File: src/rtl/instr_fetch.sv
// ---------------------------------------------------------------------------
// instr_fetch
//
// Instruction fetch stage. Owns the fetch PC, issues one-cycle-latency reads
// to a synchronous instruction ROM and hands {instr, pc} pairs to decode
// through a valid/ready handshake. A 2-entry buffer keeps one instruction per
// cycle flowing under backpressure; a jump redirects the PC and flushes both
// the buffer and any read still in flight.
//
// Ports
//   CLK          sole clock, all state changes on posedge
//   RST          synchronous active-high reset, overrides jump
//   jump_valid   redirect request
//   jump_addr    redirect target, zero-extended to PC_WIDTH
//   imem_en      ROM read strobe (combinational)
//   imem_addr    ROM read address, always the fetch PC
//   imem_rdata   ROM data, valid the cycle after imem_en
//   instr_valid  head buffer entry is valid
//   instr_ready  decode accepts the head entry
//   instr        head instruction
//   instr_pc     address the head instruction was fetched from
// ---------------------------------------------------------------------------
module instr_fetch #(
  parameter int PC_WIDTH    = 8,
  parameter int INSTR_WIDTH = 16,
  parameter int JADDR_WIDTH = 5
) (
  input  logic                   CLK,
  input  logic                   RST,
  input  logic                   jump_valid,
  input  logic [JADDR_WIDTH-1:0] jump_addr,
  output logic                   imem_en,
  output logic [PC_WIDTH-1:0]    imem_addr,
  input  logic [INSTR_WIDTH-1:0] imem_rdata,
  output logic                   instr_valid,
  input  logic                   instr_ready,
  output logic [INSTR_WIDTH-1:0] instr,
  output logic [PC_WIDTH-1:0]    instr_pc
);

  logic [PC_WIDTH-1:0]    pc;
  logic                   inflight;
  logic [PC_WIDTH-1:0]    inflight_pc;
  logic [INSTR_WIDTH-1:0] buf_instr [2];
  logic [PC_WIDTH-1:0]    buf_pc    [2];
  logic                   head;
  logic [1:0]             count;

  logic       pop;
  logic       push;
  logic       issue;
  logic       tail;
  logic [2:0] occupancy;

  assign instr_valid = (count != 2'd0);
  assign pop         = instr_valid && instr_ready;

  // Slots committed after this cycle: buffered entries plus the read in
  // flight, minus whatever decode takes now. Issuing only while this stays
  // below 2 guarantees the returning word always has a free slot.
  assign occupancy = {1'b0, count} + {2'b00, inflight} - {2'b00, pop};
  assign issue     = !RST && !jump_valid && (occupancy < 3'd2);

  // Returning ROM data is dropped when a jump lands in the same cycle.
  assign push = inflight && !jump_valid;

  // With count==2 a push only happens alongside a pop, so writing into the
  // head slot that is being vacated is correct.
  assign tail = head ^ count[0];

  assign imem_en   = issue;
  assign imem_addr = pc;
  assign instr     = buf_instr[head];
  assign instr_pc  = buf_pc[head];

  always_ff @(posedge CLK) begin
    if (RST) begin
      pc          <= '0;
      inflight    <= 1'b0;
      inflight_pc <= '0;
      head        <= 1'b0;
      count       <= 2'd0;
      for (int i = 0; i < 2; i++) begin
        buf_instr[i] <= '0;
        buf_pc[i]    <= '0;
      end
    end else if (jump_valid) begin
      pc       <= PC_WIDTH'(jump_addr);
      inflight <= 1'b0;
      head     <= 1'b0;
      count    <= 2'd0;
    end else begin
      inflight <= issue;
      if (issue) begin
        pc          <= pc + PC_WIDTH'(1);
        inflight_pc <= pc;
      end
      if (push) begin
        buf_instr[tail] <= imem_rdata;
        buf_pc[tail]    <= inflight_pc;
      end
      if (pop) begin
        head <= ~head;
      end
      count <= count + 2'(push) - 2'(pop);
    end
  end

endmodule

File: config.mk
export PLATFORM = sky130hd
export DESIGN_NAME = instr_fetch
export DESIGN_NICKNAME = d
export VERILOG_FILES = /design/src/rtl/instr_fetch.sv
export SDC_FILE = /design/constraint.sdc
export NUM_CORES = 1
export LEC_CHECK = 0
export CAP_MARGIN = 20
export CELL_PAD_IN_SITES_DETAIL_PLACEMENT = 1
export CELL_PAD_IN_SITES_GLOBAL_PLACEMENT = 2
export CORE_MARGIN = 8
export CORE_UTILIZATION = 31
export CTS_CLUSTER_DIAMETER = 80
export CTS_CLUSTER_SIZE = 24
export DETAILED_ROUTE_END_ITERATION = 10
export PLACE_DENSITY_LB_ADDON = 0.12
export SLEW_MARGIN = 5
export SYNTH_ARGS = -nofsm -noshare
export SYNTH_HDL_FRONTEND = slang
export SYNTH_SLANG_ARGS = --single-unit
File: constraint.sdc
create_clock -name CLK -period 2.2 [get_ports CLK]
set_input_delay 0.33 -clock CLK [delete_from_list [all_inputs] [get_ports CLK]]
set_output_delay 0.33 -clock CLK [all_outputs]
set_load 0.01 [all_outputs]
# Yosys cells after proc, flatten, opt, wreduce, memory -nomap -nowiden
# Memory sizes are Yosys's and may differ from the RTL's. A register that Yosys moved wholly into a read port is not among the register bits.
# Index checks and enable logic that the tools add are counted.
# op_classes
n_reduce_logical	12
n_bitwise	3
mux	18
n_addsub	5
n_lt_le_gt_ge	1
# ops
cell	count
16-bit 2-to-1 mux	1
16-bit OR reduction	1
1-bit 2-to-1 mux	14
5-bit 2-to-1 mux	2
8-bit by 1-bit adder with 8-bit output, second input constant	1
8-bit 2-to-1 mux	1
8-bit OR reduction	1
1-bit logical AND	4
2-bit nonzero test	2
2-bit by 1-bit adder with 3-bit output	1
3-bit by 2-bit < comparator with 1-bit output, second input constant	1
3-bit by 1-bit subtractor with 3-bit output	1
2-bit by 1-bit adder with 2-bit output	1
1-bit logical NOT	2
1-bit inverter	2
2-bit AND reduction	1
2-bit OR reduction	1
2-bit by 1-bit subtractor with 2-bit output	1
1-bit XOR	1
# word_totals
n_memories	2
ff_bits	20
out_inout_bits	34
ram_bits	48
# mem_list
memory	words	width	rd	rd_clocked_by_memory_dff	write_ports	line	source
buf_instr	2	16	1	1	2	44	logic [INSTR_WIDTH-1:0] buf_instr [2];
buf_pc	2	8	1	1	2	45	logic [PC_WIDTH-1:0] buf_pc [2];

# Logic depth before layout (Yosys ltp)
# depth
word_depth	8
depth_mapped	9
mapped_depth_nobuf	7

# Least setup slack after synthesis
# OpenSTA, ideal clock, no wires.
# synth_path
path_kind	register -> register
startpoint	reg count[1]
endpoint	reg pc[4] (netlist: imem_addr[4])
arrival_ns	2.153
synth_period_minus_slack_ns	2.244
path_stages_with_launch	9
setup_slack_ns	-0.044
setup_time_ns	0.091
path_cell_list	dfxtp_1 buf_6 nand2_1 nor2_1 o21ai_0 fa_1 xor2_2 or4_1 a311oi_1
# synth_between
elab_chain_len	6
# synth_lines
item	line	source
from (decl)	47	logic [1:0] count;
from (signal assigned)	105	count <= count + 2'(push) - 2'(pop);
parallel branches: the longest is 2 deep, another holds 2-bit by 1-bit adder with 3-bit output	--	
3-bit by 1-bit subtractor with 3-bit output *	61	assign occupancy = {1'b0, count} + {2'b00, inflight} - {2'b00, pop};
3-bit by 2-bit < comparator with 1-bit output *	62	assign issue = !RST && !jump_valid && (occupancy < 3'd2);
1-bit logical AND *	62	
2-bit nonzero test (no line) *	--	
to (signal assigned)	88	pc <= PC_WIDTH'(jump_addr);
to (signal assigned)	95	pc <= pc + PC_WIDTH'(1);
to (decl)	41	logic [PC_WIDTH-1:0] pc;
# Mark *: on every way between the ends.
# A chain may end at the register's enable or synchronous reset.

# Final worst setup path
# layout_path
startpoint	reg count[0]
endpoint	reg pc[5] (netlist: imem_addr[5])
# layout_between
elab_chain_len	5
# layout_lines
item	line
parallel branches: the longest is 2 deep, another holds 2-bit by 1-bit adder with 3-bit output	--
3-bit by 1-bit subtractor with 3-bit output *	61
3-bit by 2-bit < comparator with 1-bit output *	62
1-bit logical AND *	62
# Marks and branches as above.

==> metrics.md <==
| Metric | Value |
|---|---|
| Status | finished, final reports clean |
| Initial DRC count | 71 |
| DR pass1 iterations | 4 |
| Antenna cells | 0 |
| Commonest register cell after synthesis | edfxtp_1 |
| Fraction of layout cells with a size suffix above 1 | 27.5% |
| Vias in the first global route | 2,450 |
| CTS tree | done |
| Routed wire length | 7.57 mm |
| Vias | 2,199 |
| EDFF count, synth | 48 |
| Area growth from synthesis to layout | 40.5% |
| Seq/Total Area, Yosys | 59.8% |
| Tcrit/Tclk final | 99.6% |
| Crit-path max cell delay | 0.56 ns |
| Final Power | 2.89 mW |
| HP Class | reg -> reg |
| Unique masters post-synth | 33 |
| Die Ht | 116 µm |
| H-tree depth | 3 |
| Hold path depth | 2 |
| Synth top area cells | edfxtp_1 46%, dfxtp_1 13%, mux2_2 8.7% |
| Cell Area, Synth | 3110 µm² |
| #FFs+latches synth | 69 |
| Synth warn | 0 |
| Antenna violations before repair | 0 |
| Die Area | 13,500 µm² |
| Worst r2r path cells | 7 |
| Port bufs | 58 |
| Fin Hold WS | 0.501 ns |
| Post-synthesis net count | 276 |
| Maximum buffer depth of the clock tree | 2 |
| Nets@finish | 365 |
| Post-placement cell area | 4020 µm² |
| Total CTS buffers | 9 |
| Leakage power | 1.57 nW |
| Final RePlAce weighted congestion | 0.721 |
| HP Start | inflight_pc[7] |
| First-pass GRT wire length | 12.2 mm |
| Hold Crit Endpoint | inflight_pc[7] |
| Per-cell routed wire length | 15.9 µm |
| Max-slew violation count | 0 |
| Mapped Cells | 248 |
| Final Cell Area | 4370 µm² |
| # DRC | 0 |
| R2R setup slack | 0.009 ns |
| Core area | 9770 µm² |
| CTS Root Cell | clkbuf_8 |
| Clock sink total | 69 |
| Syn Area/Cell | 12.6 µm² |
| Synth area leader | edfxtp_1 |
| Crit-path cells | nor2b_4, o21ai_2, fa_2, buf_6, nand4_1, or4_1, a21boi_1 |
| FF-to-FF End | imem_addr[5] |
| WP data required | 2.48 ns |
| Power density over cell area | 660 nW/µm² |
| Crit Path Category | reg -> reg |
| Worst r2r src | count[0] |
| Die Wd | 116 µm |
| Setup Viol. Count Final | 0 |
| Final hold violations | 0 |
| CP Max Fanout | 5 |
| Critical Path AT | 2.47 ns |
| Initial Utilization | 31.9% |
| Slowest cell on the critical path | fa_2 |
| Final period demand of the worst path | 2.19 ns |
| Maximum VDD drop | 210 µV |
| # IOs | 59 |
| Clock Skews | 0.00291 ns |
| Clock Latency Late Sink | 0.34 ns |
| Num rows | 36 |
| FMAX | 0.456 GHz |
| Synth top area share | 46.3% |
| Total GRT Usage | 11.9% |
| Hold_buf cts | 0 |
| Unrepaired setup endpoints after global routing | yes |
| DP Wirelength | 5.24 mm |
| Pin count of the biggest net entering global routing | 25 |
| Ys async rst share | 0% |
| Antenna Nets Post-Route | 0 |
| Measured slew at the worst slew-check pin | 0.363 ns |
| Drt via density | 4.63 |
| Worst slew margin | 75.7% |
| Crit path launch type | register |
| Max-cap violations | 0 |
| Reg clk slew, reported paths | 0.07 ns |
| Grt total ovfl | 0 |
| Crit path capture type | register |
synthesized netlist by cell type (2+ instances only):
cell type and number:
a21boi_0 3, a311oi_1 5, and2_1 33, and3_1 3
buf_2 4, buf_6 2, clkbuf_1 9, dfxtp_1 21
edfxtp_1 48, ha_1 2, inv_1 9, mux2_2 24
nand2_1 4, nand4_1 11, nor2_1 7, nor2_4 2
nor2b_1 2, nor3_1 18, o21ai_0 6, o31ai_1 12
or2_2 2, or3_1 4, or4_1 4, xnor2_1 3
xor2_2 2
report_power, final:
group          switching (mW)  internal (mW)
clock network           0.478          0.638
logic                   0.138          0.172
registers              0.0263           1.44
flip-flops by register name, summed over array words and instances, names as in the netlist, named ones only:
| register | flops |
|---|---|
| inflight | 1 |
| buf_pc | 16 |
| inflight_pc | 8 |
| head | 1 |
| imem_addr | 8 |
| count | 2 |
| buf_instr | 32 |
how the worst max path moves through the flow:
stage / depth (start not counted) / end / start / slack (ns)
3_5_place_dp: 8 / imem_en / instr_ready / -0.64
2_1_floorplan: 8 / imem_addr[4] / count[1] / 0.02
6_report: 7 / imem_addr[5] / count[0] / 0.009
3_3_place_gp: 8 / imem_en / instr_ready / -0.61
4_1_cts: 12 / imem_addr[1] / count[0] / 0.01
5_1_grt: 8 / imem_addr[5] / count[1] / -0.09
worst max-delay path, delay by kind of cell, from the launching register on:
kind                       cells  cell delay (ns)
AOI/OAI and AO/OA              2             0.20
adders and majority gates      1             0.56
buffers and inverters          1             0.11
DFF                            1             0.38
and+or+nand+nor                3             0.87
per-layer routing:
metal  part of all wire (%)  wire (µm)  global-route usage [%]
met2                     49       3740                    19.6
met1                     45       3430                    14.2
met3                    4.1        307                    4.08
met4                    1.2         93                    3.89
met5                      0          0                       0
kinds of logic after synthesis:
logic type,share of synthesized area (%)
AND/OR/NAND/NOR,17.6
flip-flops,59.8
AO/OA/AOI/OAI,6.15
buffers and inverters,3.66
multiplexers,8.68
XOR/XNOR,2.69
adder cells (fa/ha/maj),1.45
through the flow:
stage | setup TNS, ns | instances | worst slack [ns] | utilization [%]
floorplan | 0 | 248 | 0.0241 | -
global placement | -4.67 | 451 | -0.610 | 41.1
detailed placement | -5.57 | 451 | -0.642 | 41.1
CTS | 0 | 475 | 0.0121 | 44.0
global route | -0.325 | 475 | -0.0852 | 44.8
finish | 0 | 475 | 0.00898 | 44.8
cell usage in the layout, fill, tap and decap left out, types with 4 or more instances in the layout:
cell type,n
clkdlybuf4s50_1,56
edfxtp_1,48
and2_1,33
buf_4,29
mux2_2,24
dfxtp_1,19
nor3_1,18
o31ai_1,12
nand4_1,11
inv_1,9
clkbuf_8,9
nor2_1,6
o21ai_0,5
buf_6,5
or3_1,4
what timing repair did:
| action | 4_1_cts | 5_1_grt |
|---|---|---|
| cloned | 0 | 0 |
| pin swaps | 3 | 10 |
| resized for setup | 13 | 15 |
| buffers inserted | 8 | 1 |
| setup endpoints to repair | 7 | 17 |
cell type report:
cell class	instances	area (µm²)
multi-input cells	154	1210
flip-flops and latches	69	1870
repair buffers	93	883
fillers	1051	5400
well taps	133	166
inverters	10	37.5
clock buffers	12	135
clock inverters	4	72.6
Power figures use the tool's default switching activity.
